File: config.mk
export PLATFORM = sky130hd
export DESIGN_NAME = fdc_disk_responder_flat
export DESIGN_NICKNAME = d
export VERILOG_FILES = /design/src/rtl/fdc_disk_responder_if.sv /design/src/rtl/fdc_disk_responder.sv /design/src/flat_wrapper.sv
export SDC_FILE = /design/constraint.sdc
export NUM_CORES = 1
export LEC_CHECK = 0
export BUFFER_PORTS_ARGS = -buffer_cell sky130_fd_sc_hd__buf_4
export CAP_MARGIN = 20
export CORE_MARGIN = 1.5
export CORE_UTILIZATION = 35
export CTS_CLUSTER_SIZE = 30
export DETAILED_ROUTE_END_ITERATION = 8
export SLEW_MARGIN = 20
export SYNTH_ARGS = -nofsm -noshare
export SYNTH_HDL_FRONTEND = slang
export SYNTH_SLANG_ARGS = --single-unit
File: constraint.sdc
create_clock -name clk -period 4.3 [get_ports clk]
set_input_delay 0.43 -clock clk [delete_from_list [all_inputs] [get_ports clk]]
set_output_delay 0.43 -clock clk [all_outputs]
set_load 0.01 [all_outputs]
File: src/rtl/fdc_disk_responder_if.sv
// Byte-wide request/ack port between the disk responder (master) and the
// backing store holding both drive images (slave).
interface fdc_disk_responder_if #(
    parameter int ADDR_W = 24
);
    logic [ADDR_W-1:0] mem_addr;
    logic              mem_rd;
    logic              mem_wr;
    logic [7:0]        mem_wdata;
    logic [7:0]        mem_rdata;
    logic              mem_ack;

    modport master (output mem_addr, mem_rd, mem_wr, mem_wdata, input mem_rdata, mem_ack);
    modport slave  (input mem_addr, mem_rd, mem_wr, mem_wdata, output mem_rdata, mem_ack);
endinterface

File: src/rtl/fdc_disk_responder.sv
// Disk-side responder for the nec765 FDC: services seek / read ID / sector
// read / sector write requests against a byte-addressed two-drive image store.
module fdc_disk_responder #(
    parameter int         ADDR_W      = 24,
    parameter int         TRACKS      = 40,
    parameter int         SPT         = 9,
    parameter logic [7:0] SECTOR_BASE = 8'hC1
) (
    input  logic                 clk,
    input  logic                 rst_n,
    input  logic [31:0]          disk_sr,
    output logic [31:0]          disk_cr,
    output logic [7:0]           disk_data_in,
    output logic                 disk_data_clkin,
    input  logic [7:0]           disk_data_out,
    output logic                 disk_data_clkout,
    input  logic [1:0]           img_mounted,
    input  logic [1:0]           img_wp,
    fdc_disk_responder_if.master mem
);
    typedef enum logic [3:0] {
        IDLE, SEEK, RID, RD_REQ, RD_PUSH, WR_GAP, WR_PULL, WR_REQ, DONE, WAIT_CLR
    } state_t;

    localparam logic [1:0] OP_RID = 2'd0;
    localparam logic [1:0] OP_RD  = 2'd1;
    localparam logic [1:0] OP_WR  = 2'd2;

    state_t            state_q, state_d;
    logic              drv_q, drv_d, h_q, h_d;
    logic [6:0]        c_q, c_d;
    logic [7:0]        r_q, r_d, rid_cnt_q, rid_cnt_d;
    logic [1:0]        op_q, op_d, seek_done_q, seek_done_d;
    logic [8:0]        byte_cnt_q, byte_cnt_d;
    logic              cr_err_q, cr_err_d, cr_done_q, cr_done_d;
    logic [7:0]        cr_h_q, cr_h_d, cr_r_q, cr_r_d;
    logic [7:0]        data_in_q, data_in_d, mem_wdata_q, mem_wdata_d;
    logic              clkin_q, clkin_d, clkout_q, clkout_d;
    logic              mem_rd_q, mem_rd_d, mem_wr_q, mem_wr_d;
    logic [ADDR_W-1:0] mem_addr_q, mem_addr_d;

    logic              req_any, req_seek, req_drv, req_err;
    logic [1:0]        req_op, held_req;
    logic              unused_sr_bits;

    assign unused_sr_bits = ^{disk_sr[31:26], disk_sr[19]};

    function automatic logic out_of_range(input logic [6:0] c, input logic [7:0] r);
        return (32'(c) >= TRACKS) || (r < SECTOR_BASE) || (32'(r) >= 32'(SECTOR_BASE) + SPT);
    endfunction

    function automatic logic [ADDR_W-1:0] sector_addr(input logic d, input logic [6:0] c,
                                                      input logic h, input logic [7:0] r,
                                                      input logic [8:0] cnt);
        logic [7:0]  roff;
        logic [31:0] idx;
        roff = r - SECTOR_BASE;
        idx  = ((32'(d) * TRACKS + 32'(c)) * 2 + 32'(h)) * SPT + 32'(roff);
        return ADDR_W'({idx[22:0], 9'd0} + 32'(cnt));
    endfunction

    // Request decode: seek > read ID > read > write; A wins within a field.
    always_comb begin
        req_seek = |disk_sr[25:24];
        req_any  = req_seek | (|disk_sr[23:22]) | (|disk_sr[21:20]) | (|disk_sr[18:17]);
        req_op   = OP_WR;
        req_drv  = ~disk_sr[20];
        if (req_seek) begin
            req_drv = ~disk_sr[24];
        end else if (|disk_sr[23:22]) begin
            req_op  = OP_RID;
            req_drv = ~disk_sr[22];
        end else if (|disk_sr[18:17]) begin
            req_op  = OP_RD;
            req_drv = ~disk_sr[17];
        end
        req_err = !img_mounted[req_drv]
                || (req_op != OP_RID && out_of_range(disk_sr[14:8], disk_sr[7:0]))
                || (req_op == OP_WR && img_wp[req_drv]);
        case (op_q)
            OP_RID:  held_req = disk_sr[23:22];
            OP_RD:   held_req = disk_sr[18:17];
            default: held_req = disk_sr[21:20];
        endcase
    end

    always_comb begin
        state_d     = state_q;
        drv_d       = drv_q;
        c_d         = c_q;
        h_d         = h_q;
        r_d         = r_q;
        op_d        = op_q;
        rid_cnt_d   = rid_cnt_q;
        byte_cnt_d  = byte_cnt_q;
        seek_done_d = seek_done_q;
        cr_err_d    = cr_err_q;
        cr_done_d   = cr_done_q;
        cr_h_d      = cr_h_q;
        cr_r_d      = cr_r_q;
        data_in_d   = data_in_q;
        mem_wdata_d = mem_wdata_q;
        mem_rd_d    = mem_rd_q;
        mem_wr_d    = mem_wr_q;
        mem_addr_d  = mem_addr_q;
        clkin_d     = 1'b0;
        clkout_d    = 1'b0;
        case (state_q)
            IDLE: begin
                if (req_any && disk_cr[4:0] == 5'd0) begin
                    drv_d = req_drv;
                    c_d   = disk_sr[14:8];
                    h_d   = disk_sr[15];
                    r_d   = disk_sr[7:0];
                    op_d  = req_op;
                    if (req_seek) begin
                        seek_done_d[req_drv] = 1'b1;
                        cr_err_d = !img_mounted[req_drv] || (32'(disk_sr[14:8]) >= TRACKS);
                        state_d  = SEEK;
                    end else begin
                        cr_h_d = {7'd0, disk_sr[15]};
                        cr_r_d = disk_sr[7:0];
                        if (req_err) begin
                            cr_done_d = 1'b1;
                            cr_err_d  = 1'b1;
                            state_d   = WAIT_CLR;
                        end else if (req_op == OP_RID) begin
                            cr_done_d = 1'b1;
                            cr_r_d    = SECTOR_BASE + rid_cnt_q;
                            state_d   = RID;
                        end else if (req_op == OP_RD) begin
                            byte_cnt_d = 9'd0;
                            mem_rd_d   = 1'b1;
                            mem_addr_d = sector_addr(req_drv, disk_sr[14:8], disk_sr[15],
                                                     disk_sr[7:0], 9'd0);
                            state_d    = RD_REQ;
                        end else begin
                            byte_cnt_d = 9'd0;
                            state_d    = WR_GAP;
                        end
                    end
                end
            end
            SEEK: begin
                if (disk_sr[25:24] == 2'b00) begin
                    seek_done_d = 2'b00;
                    cr_err_d    = 1'b0;
                    state_d     = IDLE;
                end
            end
            RID: begin
                rid_cnt_d = (rid_cnt_q == 8'(SPT - 1)) ? 8'd0 : rid_cnt_q + 8'd1;
                state_d   = WAIT_CLR;
            end
            RD_REQ: begin
                if (mem.mem_ack) begin
                    mem_rd_d  = 1'b0;
                    data_in_d = mem.mem_rdata;
                    clkin_d   = 1'b1;
                    state_d   = RD_PUSH;
                end
            end
            RD_PUSH: begin
                if (byte_cnt_q == 9'd511) begin
                    state_d = DONE;
                end else begin
                    byte_cnt_d = byte_cnt_q + 9'd1;
                    mem_rd_d   = 1'b1;
                    mem_addr_d = sector_addr(drv_q, c_q, h_q, r_q, byte_cnt_q + 9'd1);
                    state_d    = RD_REQ;
                end
            end
            // The FDC FIFO write lands one cycle after the request, hence the gap.
            WR_GAP: begin
                clkout_d = 1'b1;
                state_d  = WR_PULL;
            end
            WR_PULL: begin
                mem_wdata_d = disk_data_out;
                mem_wr_d    = 1'b1;
                mem_addr_d  = sector_addr(drv_q, c_q, h_q, r_q, byte_cnt_q);
                state_d     = WR_REQ;
            end
            WR_REQ: begin
                if (mem.mem_ack) begin
                    mem_wr_d = 1'b0;
                    if (byte_cnt_q == 9'd511) begin
                        state_d = DONE;
                    end else begin
                        byte_cnt_d = byte_cnt_q + 9'd1;
                        clkout_d   = 1'b1;
                        state_d    = WR_PULL;
                    end
                end
            end
            DONE: begin
                cr_done_d = 1'b1;
                cr_err_d  = 1'b0;
                cr_h_d    = {7'd0, h_q};
                cr_r_d    = r_q;
                state_d   = WAIT_CLR;
            end
            WAIT_CLR: begin
                if (disk_sr[16] && held_req == 2'b00) begin
                    cr_done_d = 1'b0;
                    cr_err_d  = 1'b0;
                    state_d   = IDLE;
                end
            end
            default: state_d = IDLE;
        endcase
    end

    always_ff @(posedge clk) begin
        if (!rst_n) begin
            state_q     <= IDLE;
            drv_q       <= 1'b0;
            c_q         <= 7'd0;
            h_q         <= 1'b0;
            r_q         <= 8'd0;
            op_q        <= OP_RID;
            rid_cnt_q   <= 8'd0;
            byte_cnt_q  <= 9'd0;
            seek_done_q <= 2'b00;
            cr_err_q    <= 1'b0;
            cr_done_q   <= 1'b0;
            cr_h_q      <= 8'd0;
            cr_r_q      <= 8'd0;
            data_in_q   <= 8'd0;
            mem_wdata_q <= 8'd0;
            clkin_q     <= 1'b0;
            clkout_q    <= 1'b0;
            mem_rd_q    <= 1'b0;
            mem_wr_q    <= 1'b0;
            mem_addr_q  <= '0;
        end else begin
            state_q     <= state_d;
            drv_q       <= drv_d;
            c_q         <= c_d;
            h_q         <= h_d;
            r_q         <= r_d;
            op_q        <= op_d;
            rid_cnt_q   <= rid_cnt_d;
            byte_cnt_q  <= byte_cnt_d;
            seek_done_q <= seek_done_d;
            cr_err_q    <= cr_err_d;
            cr_done_q   <= cr_done_d;
            cr_h_q      <= cr_h_d;
            cr_r_q      <= cr_r_d;
            data_in_q   <= data_in_d;
            mem_wdata_q <= mem_wdata_d;
            clkin_q     <= clkin_d;
            clkout_q    <= clkout_d;
            mem_rd_q    <= mem_rd_d;
            mem_wr_q    <= mem_wr_d;
            mem_addr_q  <= mem_addr_d;
        end
    end

    assign disk_cr = {cr_r_q, 8'd0, cr_h_q, 1'b0, img_mounted, cr_done_q, cr_err_q, 1'b0, seek_done_q};
    assign disk_data_in     = data_in_q;
    assign disk_data_clkin  = clkin_q;
    assign disk_data_clkout = clkout_q;
    assign mem.mem_addr     = mem_addr_q;
    assign mem.mem_rd       = mem_rd_q;
    assign mem.mem_wr       = mem_wr_q;
    assign mem.mem_wdata    = mem_wdata_q;
endmodule

File: src/flat_wrapper.sv
// flat-port wrapper written by rule: the top's interface ports become plain ports
module fdc_disk_responder_flat 
#(
    parameter int         ADDR_W      = 24,
    parameter int         TRACKS      = 40,
    parameter int         SPT         = 9,
    parameter logic [7:0] SECTOR_BASE = 8'hC1
)
  (clk, rst_n, disk_sr, disk_cr, disk_data_in, disk_data_clkin, disk_data_out, disk_data_clkout, img_mounted, img_wp, mem_mem_addr, mem_mem_rd, mem_mem_wr, mem_mem_wdata, mem_mem_rdata, mem_mem_ack);
  fdc_disk_responder_if #(.ADDR_W(ADDR_W)) mem_i ();
  input  logic clk;
  input  logic rst_n;
  input  logic [31:0] disk_sr;
  output logic [31:0] disk_cr;
  output logic [7:0] disk_data_in;
  output logic disk_data_clkin;
  input  logic [7:0] disk_data_out;
  output logic disk_data_clkout;
  input  logic [1:0] img_mounted;
  input  logic [1:0] img_wp;
  output wire logic [$bits(mem_i.mem_addr)-1:0] mem_mem_addr;
  output wire logic [$bits(mem_i.mem_rd)-1:0] mem_mem_rd;
  output wire logic [$bits(mem_i.mem_wr)-1:0] mem_mem_wr;
  output wire logic [$bits(mem_i.mem_wdata)-1:0] mem_mem_wdata;
  input wire logic [$bits(mem_i.mem_rdata)-1:0] mem_mem_rdata;
  input wire logic [$bits(mem_i.mem_ack)-1:0] mem_mem_ack;
  assign mem_mem_addr = mem_i.mem_addr;
  assign mem_mem_rd = mem_i.mem_rd;
  assign mem_mem_wr = mem_i.mem_wr;
  assign mem_mem_wdata = mem_i.mem_wdata;
  assign mem_i.mem_rdata = mem_mem_rdata;
  assign mem_i.mem_ack = mem_mem_ack;
  fdc_disk_responder #(.ADDR_W(ADDR_W), .TRACKS(TRACKS), .SPT(SPT), .SECTOR_BASE(SECTOR_BASE)) u_core (.clk(clk), .rst_n(rst_n), .disk_sr(disk_sr), .disk_cr(disk_cr), .disk_data_in(disk_data_in), .disk_data_clkin(disk_data_clkin), .disk_data_out(disk_data_out), .disk_data_clkout(disk_data_clkout), .img_mounted(img_mounted), .img_wp(img_wp), .mem(mem_i));
endmodule
==> results of run 1 <==
power groups by stage:
stage	Combinational [W]	Sequential (W)	Clock (W)
after CTS	0.00228	0.00110	0.000859
after floorplan	0.00173	0.00108	0
after detailed placement	0.00226	0.00112	0
after global routing	0.00255	0.00112	0.000901
final	0.00228	0.00111	0.000834
after global placement	0.00226	0.00112	0
worst max-delay path, stage by stage:
cell	delay, ns
sky130_fd_sc_hd__buf_4	0.11
sky130_fd_sc_hd__nand2b_1	0.15
sky130_fd_sc_hd__a221o_1	0.33
sky130_fd_sc_hd__nand2b_1	0.11
sky130_fd_sc_hd__inv_1	0.12
sky130_fd_sc_hd__ha_1	0.22
sky130_fd_sc_hd__ha_1	0.21
sky130_fd_sc_hd__xor2_1	0.18
sky130_fd_sc_hd__ha_1	0.28
sky130_fd_sc_hd__inv_1	0.05
sky130_fd_sc_hd__fa_1	0.52
sky130_fd_sc_hd__inv_1	0.04
sky130_fd_sc_hd__ha_1	0.29
sky130_fd_sc_hd__o21ai_0	0.22
sky130_fd_sc_hd__a21boi_0	0.18
sky130_fd_sc_hd__a41oi_1	0.28
sky130_fd_sc_hd__xnor2_1	0.15
sky130_fd_sc_hd__nand2_1	0.07
sky130_fd_sc_hd__a311oi_1	0.28
final timing paths:
| path | cells past startpoint | end | startpoint |
|---|---|---|---|
| min | 3 | u_core.disk_data_in[7]$_SDFFE_PN0P_ | mem_mem_rdata[7] |
| min reg2reg | 2 | u_core.mem.mem_wdata[1]$_SDFFE_PN0P_ | u_core.mem.mem_wdata[1]$_SDFFE_PN0P_ |
| max | 19 | u_core.mem.mem_addr[20]$_SDFFE_PN0P_ | disk_sr[18] |
| max reg2reg | 13 | u_core.mem.mem_addr[20]$_SDFFE_PN0P_ | u_core.drv_q$_SDFFE_PN0P_ |
sequential cells by signal, summed over array words and instances (netlist names), 2 cells and up:
register	count
u_core.mem.mem_addr	22
u_core.byte_cnt_q	9
u_core.cr_r_q	8
u_core.disk_data_in	8
u_core.mem.mem_wdata	8
u_core.r_q	8
u_core.rid_cnt_q	8
u_core.c_q	7
u_core.state_q	4
u_core.op_q	2
u_core.seek_done_q	2
final cells by class:
class | count | area, um2 | share of cell area
sequential | 95 | 1900 | 0.230
tap | 265 | 332 | 0.0401
timing repair buffer | 121 | 928 | 0.112
multi-input combinational | 670 | 4600 | 0.556
inverter | 54 | 203 | 0.0245
clock inverter | 6 | 68.8 | 0.00832
clock buffer | 10 | 239 | 0.0289
cells by family (layout without fill, tap and decap cells):
family / Yosys count / after routing / synth area share
buf+inv: 120 / 191 / 0.0806
xor+xnor: 35 / 35 / 0.0439
flops: 95 / 95 / 0.272
compound gates: 222 / 222 / 0.225
fa+ha+maj: 67 / 67 / 0.131
other cells: 1 / 19 / 0.000537
simple gates: 297 / 297 / 0.204
mux: 30 / 30 / 0.0430
placed cells by master, fill, tap and decap left out, drive strengths merged, types with 4 or more instances in the layout:
master / Yosys / layout
and3: 5 / 5
nor3: 32 / 32
a311oi: 8 / 8
or2: 6 / 6
xnor2: 19 / 19
xor2: 16 / 16
clkinvlp: 0 / 4
dfxtp: 95 / 95
o221ai: 4 / 4
o21a: 4 / 4
or3: 8 / 8
nor4: 7 / 7
nand3: 20 / 20
clkbuf: 32 / 10
o21ai: 37 / 37
nand2b: 11 / 11
a211oi: 16 / 16
a31oi: 9 / 9
a21o: 4 / 4
o211ai: 23 / 23
conb: 1 / 19
o31ai: 6 / 6
a211o: 5 / 5
o211a: 4 / 4
mux2i: 30 / 30
buf: 34 / 121
ha: 57 / 57
nor2: 75 / 75
nand2: 102 / 102
nor2b: 9 / 9
fa: 10 / 10
o21bai: 5 / 5
and2: 5 / 5
a21oi: 55 / 55
inv: 54 / 55
o22ai: 14 / 14
stage by stage:
step           utilization  cell area [um2]  setup slack, ns
2_1_floorplan            -             7060            0.358
3_3_place_gp         0.406             7930         -0.00377
3_5_place_dp         0.406             7930          -0.0572
4_1_cts              0.422             8240            0.301
5_1_grt              0.423             8270           0.0607
6_report             0.423             8270            0.317
layer usage:
metal | track usage | up-vias | routed length [um]
li1 | - | 3238 | -
met1 | 0.267 | 3054 | 9430
met2 | 0.294 | 233 | 8720
met3 | 0.0344 | 18 | 1230
met4 | 0.0569 | 0 | 332
met5 | 0 | - | 0
==> Flow_metrics.wiki, run 1 <==
{| class="wikitable"
! Metric !! Value
|-
| Fraction of power spent switching nets || 0.425
|-
| Power density over the cells || just over 500 nW/um2
|-
| Layout area overhead || 18.3%
|-
| # clock sinks || 95
|-
| Period minus WS final || 3.98 ns
|-
| Combinational fraction of design power || 0.541
|-
| Net switching power figure || roughly 0.0018 W
|-
| Count of pins over their slew limit || 0
|-
| CTS clk-pin slew, worst paths || 0.07 ns
|-
| RSZ-0062 raised after global routing || false
|-
| Full die area || 20,800 um2
|-
| Die outline height || 144 um
|-
| Count of final hold-check violations || 0
|-
| Clock H-tree levels || 3
|-
| Clock latency on the worst-skew pair || 0.35 ns
|-
| Std-Cell Core Area || between 15,000 and 20,000 um2
|-
| Required time of the worst setup path || 4.57 ns
|-
| Total I/O pin count || 131
|-
| Hold-fix buffers, CTS || 0
|-
| Final worst-path cycle share || 0.926
|-
| Crit path kind || primary input to flop
|-
| Final count of negative-setup-slack endpoints || 0
|-
| Number of unique standard cell types used by synthesis || 75
|-
| Max Clock Skew || approximately 0.0066 ns
|-
| Commonest cells post-synth || sky130_fd_sc_hd__nand2_1, sky130_fd_sc_hd__dfxtp_1, sky130_fd_sc_hd__nor2_1
|-
| Effective utilization at floorplan || 0.358
|-
| Run status || finished, final reports clean
|-
| Clk pwr share || 0.197
|-
| Port Buf Inserts || about 100
|-
| Number of storage elements in the synthesis netlist || 95
|-
| Post-synth design cell area || 6990 um2
|-
| Remaining routing DRC violations || 0
|-
| Layout cells sized above 1 || 0.175
|-
| Worst-case vdd ir drop || 286 uV
|-
| Non-filler instance count after layout || 1,221
|-
| Number of DRC markers in iteration 0 || 450
|-
| Critical path endpoint category || flop
|-
| Largest area contributor in the synthesized netlist || sky130_fd_sc_hd__dfxtp_1
|-
| Share of synthesized area occupied by flip-flops and latches || 0.272
|-
| Fraction of registers with async set or reset after synthesis || 0
|-
| Cell leakage power || 3.56 nW
|-
| Highest attainable clock frequency || 0.251 GHz
|-
| Hold slack || ~0.30 ns
|-
| Via count || between 6,000 and 7,000
|-
| Average wire per standard cell || 16.1 um
|-
| Count of max-cap constraint violations || 0
|-
| ANT cells || 0
|-
| Area share of the leading cell type in the synthesized netlist || 0.272
|-
| Total setup buffers inserted after CTS || 0
|-
| Post-route antenna net violation count || 0
|-
| Synth top area cells || sky130_fd_sc_hd__dfxtp_1, sky130_fd_sc_hd__ha_1, sky130_fd_sc_hd__nand2_1
|-
| Total design power || between 0.004 and 0.005 W
|-
| Total Nets Final || 1,073
|-
| Final sum of negative setup slack || 0 ns
|-
| Sequential Power Share || 0.262
|-
| Transition time at the pin with the least slew margin || around 1.0 ns
|-
| Clock tree from TritonCTS || done
|-
| Placed cell count || 1,204
|-
| Setup slack on the worst flop-to-flop path || 0.57 ns
|-
| Number of buffers inserted during clock tree synthesis || 9
|-
| Pin count of the biggest net entering global routing || 50
|-
| Yosys synthesis warning count || 0
|-
| Initial antenna violation count || 0
|-
| DPL Wire Length || 14.8 mm
|-
| Filler Cell Count || 2,089
|-
| Internal power || ~0.0024 W
|-
| Via density per instance || 5.36
|-
| Post-cts sizing count || 0
|-
| Die W || 144 um
|-
| Post-synthesis area per instance || 8.06 um2
|-
| Wire length reported by the detailed router || 19.7 mm
|-
| FP Rows || between 50 and 60
|-
| Number of detailed-routing iterations run before antenna repair || 5
|-
| Gpl congestion || 0.901
|-
| Cells after synthesis || between 800 and 900
|-
| Number of buffers on the longest clock path || 2
|-
| Hold Path Class || primary input to flop
|-
| Relative max-transition margin || 0.300
|-
| Number of global-route vias before repair || around 5,800
|-
| Most instantiated library cell after synthesis || sky130_fd_sc_hd__nand2_1
|-
| Prevailing post-synth register cell || sky130_fd_sc_hd__dfxtp_1
|-
| Number of enable-type register cells in the synthesized netlist || 0
|-
| Nature of the critical path startpoint || primary input
|-
| Buffer type at the clock tree root || sky130_fd_sc_hd__clkbuf_16
|-
| First-pass GRT wire length || roughly 30 mm
|-
| Congestion Overflow GR || 0
|-
| Worst path arrival time || 4.25 ns
|-
| CP Max Fanout || 3
|-
| GRT Util Overall || 0.190
|}
Power figures use the tool's default switching activity.
==> run 2, diff against run 1 <==
- CORE_ASPECT_RATIO: not set -> 1.5
==> run 2 against run 1 <==
Compared with the run above:
- sequential share of layout area barely moved
- worst setup slack improved by 0.050 ns
- cell count fell by 0.16%
- sequential power barely moved
- routed wire length rose by 3.0%
- clock power rose by 2.8%
==> Flow_metrics.wiki, run 2 (synthesized netlist as in run 1, its figures left out) <==
{| class="wikitable"
! Metric !! Value
|-
| CP Max Fanout || 3
|-
| Clk pwr share || 0.199
|-
| First-pass GRT wire length || 32.5 mm
|-
| Die W || 118 um
|-
| Final sum of negative setup slack || 0 ns
|-
| Highest Signal Layer || met4
|-
| Via density per instance || 5.36
|-
| Net switching power figure || about 0.0019 W
|-
| Worst-case vdd ir drop || between 300 and 400 uV
|-
| Path depth of the worst reg2reg path || 13
|-
| Total setup buffers inserted after CTS || 0
|-
| Transition time at the pin with the least slew margin || ~0.91 ns
|-
| Hold-fix buffers, CTS || 0
|-
| Effective utilization at floorplan || 0.355
|-
| Initial antenna violation count || 0
|-
| Count of final hold-check violations || 0
|-
| Max Clock Skew || 0.0133 ns
|-
| Final worst setup slack || around 0.37 ns
|-
| Startpoint of the most critical hold path || mem_mem_rdata[3]
|-
| Internal power || 0.00244 W
|-
| Period minus WS final || just under 4 ns
|-
| Via count || between 6,000 and 7,000
|-
| Crit path kind || primary input to flop
|-
| Detail Route met3 WL || between 700 and 800 um
|-
| Congestion Overflow GR || 0
|-
| Commonest cells after routing, fill and taps aside || sky130_fd_sc_hd__buf_4, sky130_fd_sc_hd__nand2_1, sky130_fd_sc_hd__dfxtp_1, sky130_fd_sc_hd__nor2_1, sky130_fd_sc_hd__ha_1
|-
| Filler Cell Count || 2,076
|-
| Number of buffers on the longest clock path || 2
|-
| Run status || finished, final reports clean
|-
| Die outline height || approximately 180 um
|-
| Worst slack at placement || -0.0330 ns
|-
| FP Rows || 63
|-
| Fraction of power spent switching nets || 0.434
|-
| Required time of the worst setup path || between 4 and 5 ns
|-
| Count of pins over their slew limit || 0
|-
| Critical path cell sequence || buf_4 > nand2b_1 > a221o_1 > nand2b_1 > inv_1 > ha_1 > a31oi_1 > xnor2_1 > ha_1 > inv_1 > fa_1 > inv_1 > ha_1 > o21ai_1 > a21boi_0 > a41oi_1 > xnor2_1 > nand2_1 > a311oi_1
|-
| Total design power || ~0.0043 W
|-
| Pin count of the biggest net entering global routing || 40
|-
| Full die area || around 21,000 um2
|-
| Critical path endpoint category || flop
|-
| Remaining routing DRC violations || 0
|-
| Instance count along the most critical hold path || 3
|-
| Total Nets Final || 1,076
|-
| Slowest CP cell || sky130_fd_sc_hd__fa_1
|-
| Clock latency on the worst-skew pair || 0.35 ns
|-
| Final worst-path cycle share || 0.915
|-
| Power density over the cells || approximately 520 nW/um2
|-
| Highest attainable clock frequency || around 0.25 GHz
|-
| GRT Util Overall || 0.193
|-
| Combinational fraction of design power || 0.545
|-
| Worst path arrival time || 4.18 ns
|-
| Nature of the critical path startpoint || primary input
|-
| CTS clk-pin slew, worst paths || 0.08 ns
|-
| Final count of negative-setup-slack endpoints || 0
|-
| Layout area overhead || 18.4%
|-
| Post-layout util || 0.420
|-
| Metal2 WL || approximately 11 mm
|-
| Port Buf Inserts || 104
|-
| Number of DRC markers in iteration 0 || 325
|-
| Count of max-cap constraint violations || 0
|-
| Buffer type at the clock tree root || sky130_fd_sc_hd__clkbuf_16
|-
| Hold slack || just over 0.3 ns
|-
| DPL Wire Length || 15.8 mm
|-
| Average wire per standard cell || ~17 um
|-
| Number of detailed-routing iterations run before antenna repair || 5
|-
| Relative max-transition margin || 0.391
|-
| Clock H-tree levels || 3
|-
| Cell depth of the worst setup path || 19
|-
| Total I/O pin count || 131
|-
| Sequential Power Share || 0.256
|-
| Combined area of the multi-input logic cells || 4600 um2
|-
| Layout cells sized above 1 || 0.177
|-
| ANT cells || 0
|-
| Std-Cell Core Area || between 15,000 and 20,000 um2
|-
| Clock tree from TritonCTS || done
|-
| Post-route antenna net violation count || 0
|-
| Cell leakage power || 3.58 nW
|-
| Number of buffers inserted during clock tree synthesis || 9
|-
| # clock sinks || 95
|-
| Leading cell type in the layout, fill and taps excluded || sky130_fd_sc_hd__buf_4
|-
| Wire length reported by the detailed router || 20.3 mm
|-
| Launching instance or port of the critical path || disk_sr[18]
|-
| Flip-flop and latch area || 1900 um2
|-
| Hold Path Class || primary input to flop
|-
| Family with the most delay on the worst path || adder cells
|-
| Worst flop-to-flop path startpoint || u_core.c_q[5]$_SDFFE_PN0P_
|-
| Gpl congestion || 0.873
|-
| Routed met1 length || about 7.9 mm
|-
| RSZ-0062 raised after global routing || false
|-
| Worst path max stage delay || 0.53 ns
|-
| Buffers plus inverters on the worst setup path || 4
|-
| Flip-flop count of the largest register after layout || 22
|-
| Number of global-route vias before repair || 6,459
|}
[run 2: changes by cell type in the layout (fill, tap and decap cells not counted), sizes merged]
cell and change:
clkinv +5, clkinvlp -4, clkbuf -1, buf +3
[run 2: area by class of cell]
cell class	count	area share
sequential	95	0.230
clock buffer	9	0.0272
clock inverter	7	0.0112
timing repair buffer	124	0.112
tap	260	0.0393
multi-input combinational	670	0.555
inverter	54	0.0245
[run 2: metrics by stage]
step	instance area, um2	std cells
2_1_floorplan	7060	885
6_report	8280	1219
3_5_place_dp	7960	1203
3_3_place_gp	7960	1203
4_1_cts	8280	1219
5_1_grt	8280	1219
[run 2: worst paths after layout]
| path | endpoint | slack, ns |
|---|---|---|
| hold reg to reg | u_core.mem.mem_wdata[7]$_SDFFE_PN0P_ | 0.45 |
| setup reg to reg | u_core.mem.mem_addr[20]$_SDFFE_PN0P_ | 0.60 |
| setup / recovery | u_core.mem.mem_addr[20]$_SDFFE_PN0P_ | 0.37 |
| hold / removal | u_core.disk_data_in[3]$_SDFFE_PN0P_ | 0.30 |
[run 2: power by group through the flow]
stage / Sequential [W] / Combinational, W / Clock (W)
finish: 0.00110 / 0.00234 / 0.000857
CTS: 0.00110 / 0.00235 / 0.000873
global placement: 0.00112 / 0.00231 / 0
global route: 0.00112 / 0.00263 / 0.000901
detailed placement: 0.00112 / 0.00232 / 0
floorplan: 0.00108 / 0.00173 / 0
[run 2: per-layer routing]
layer | global-route usage | up-vias
met3 | 0.0242 | 41
met4 | 0.0798 | 0
met1 | 0.210 | 3093
met5 | 0 | -
li1 | - | 3239
met2 | 0.373 | 163
[run 2: timing repair]
action	4_1_cts	5_1_grt
endpoints found under the hold margin	0	0
resized for setup	0	1
endpoints found under the setup margin	0	1
[run 2: worst min-delay path, delay by kind of cell]
kind,cells,cell delay (ns)
buffers and inverters,1,0.07
muxes,1,0.05
and+or+nand+nor,1,0.07
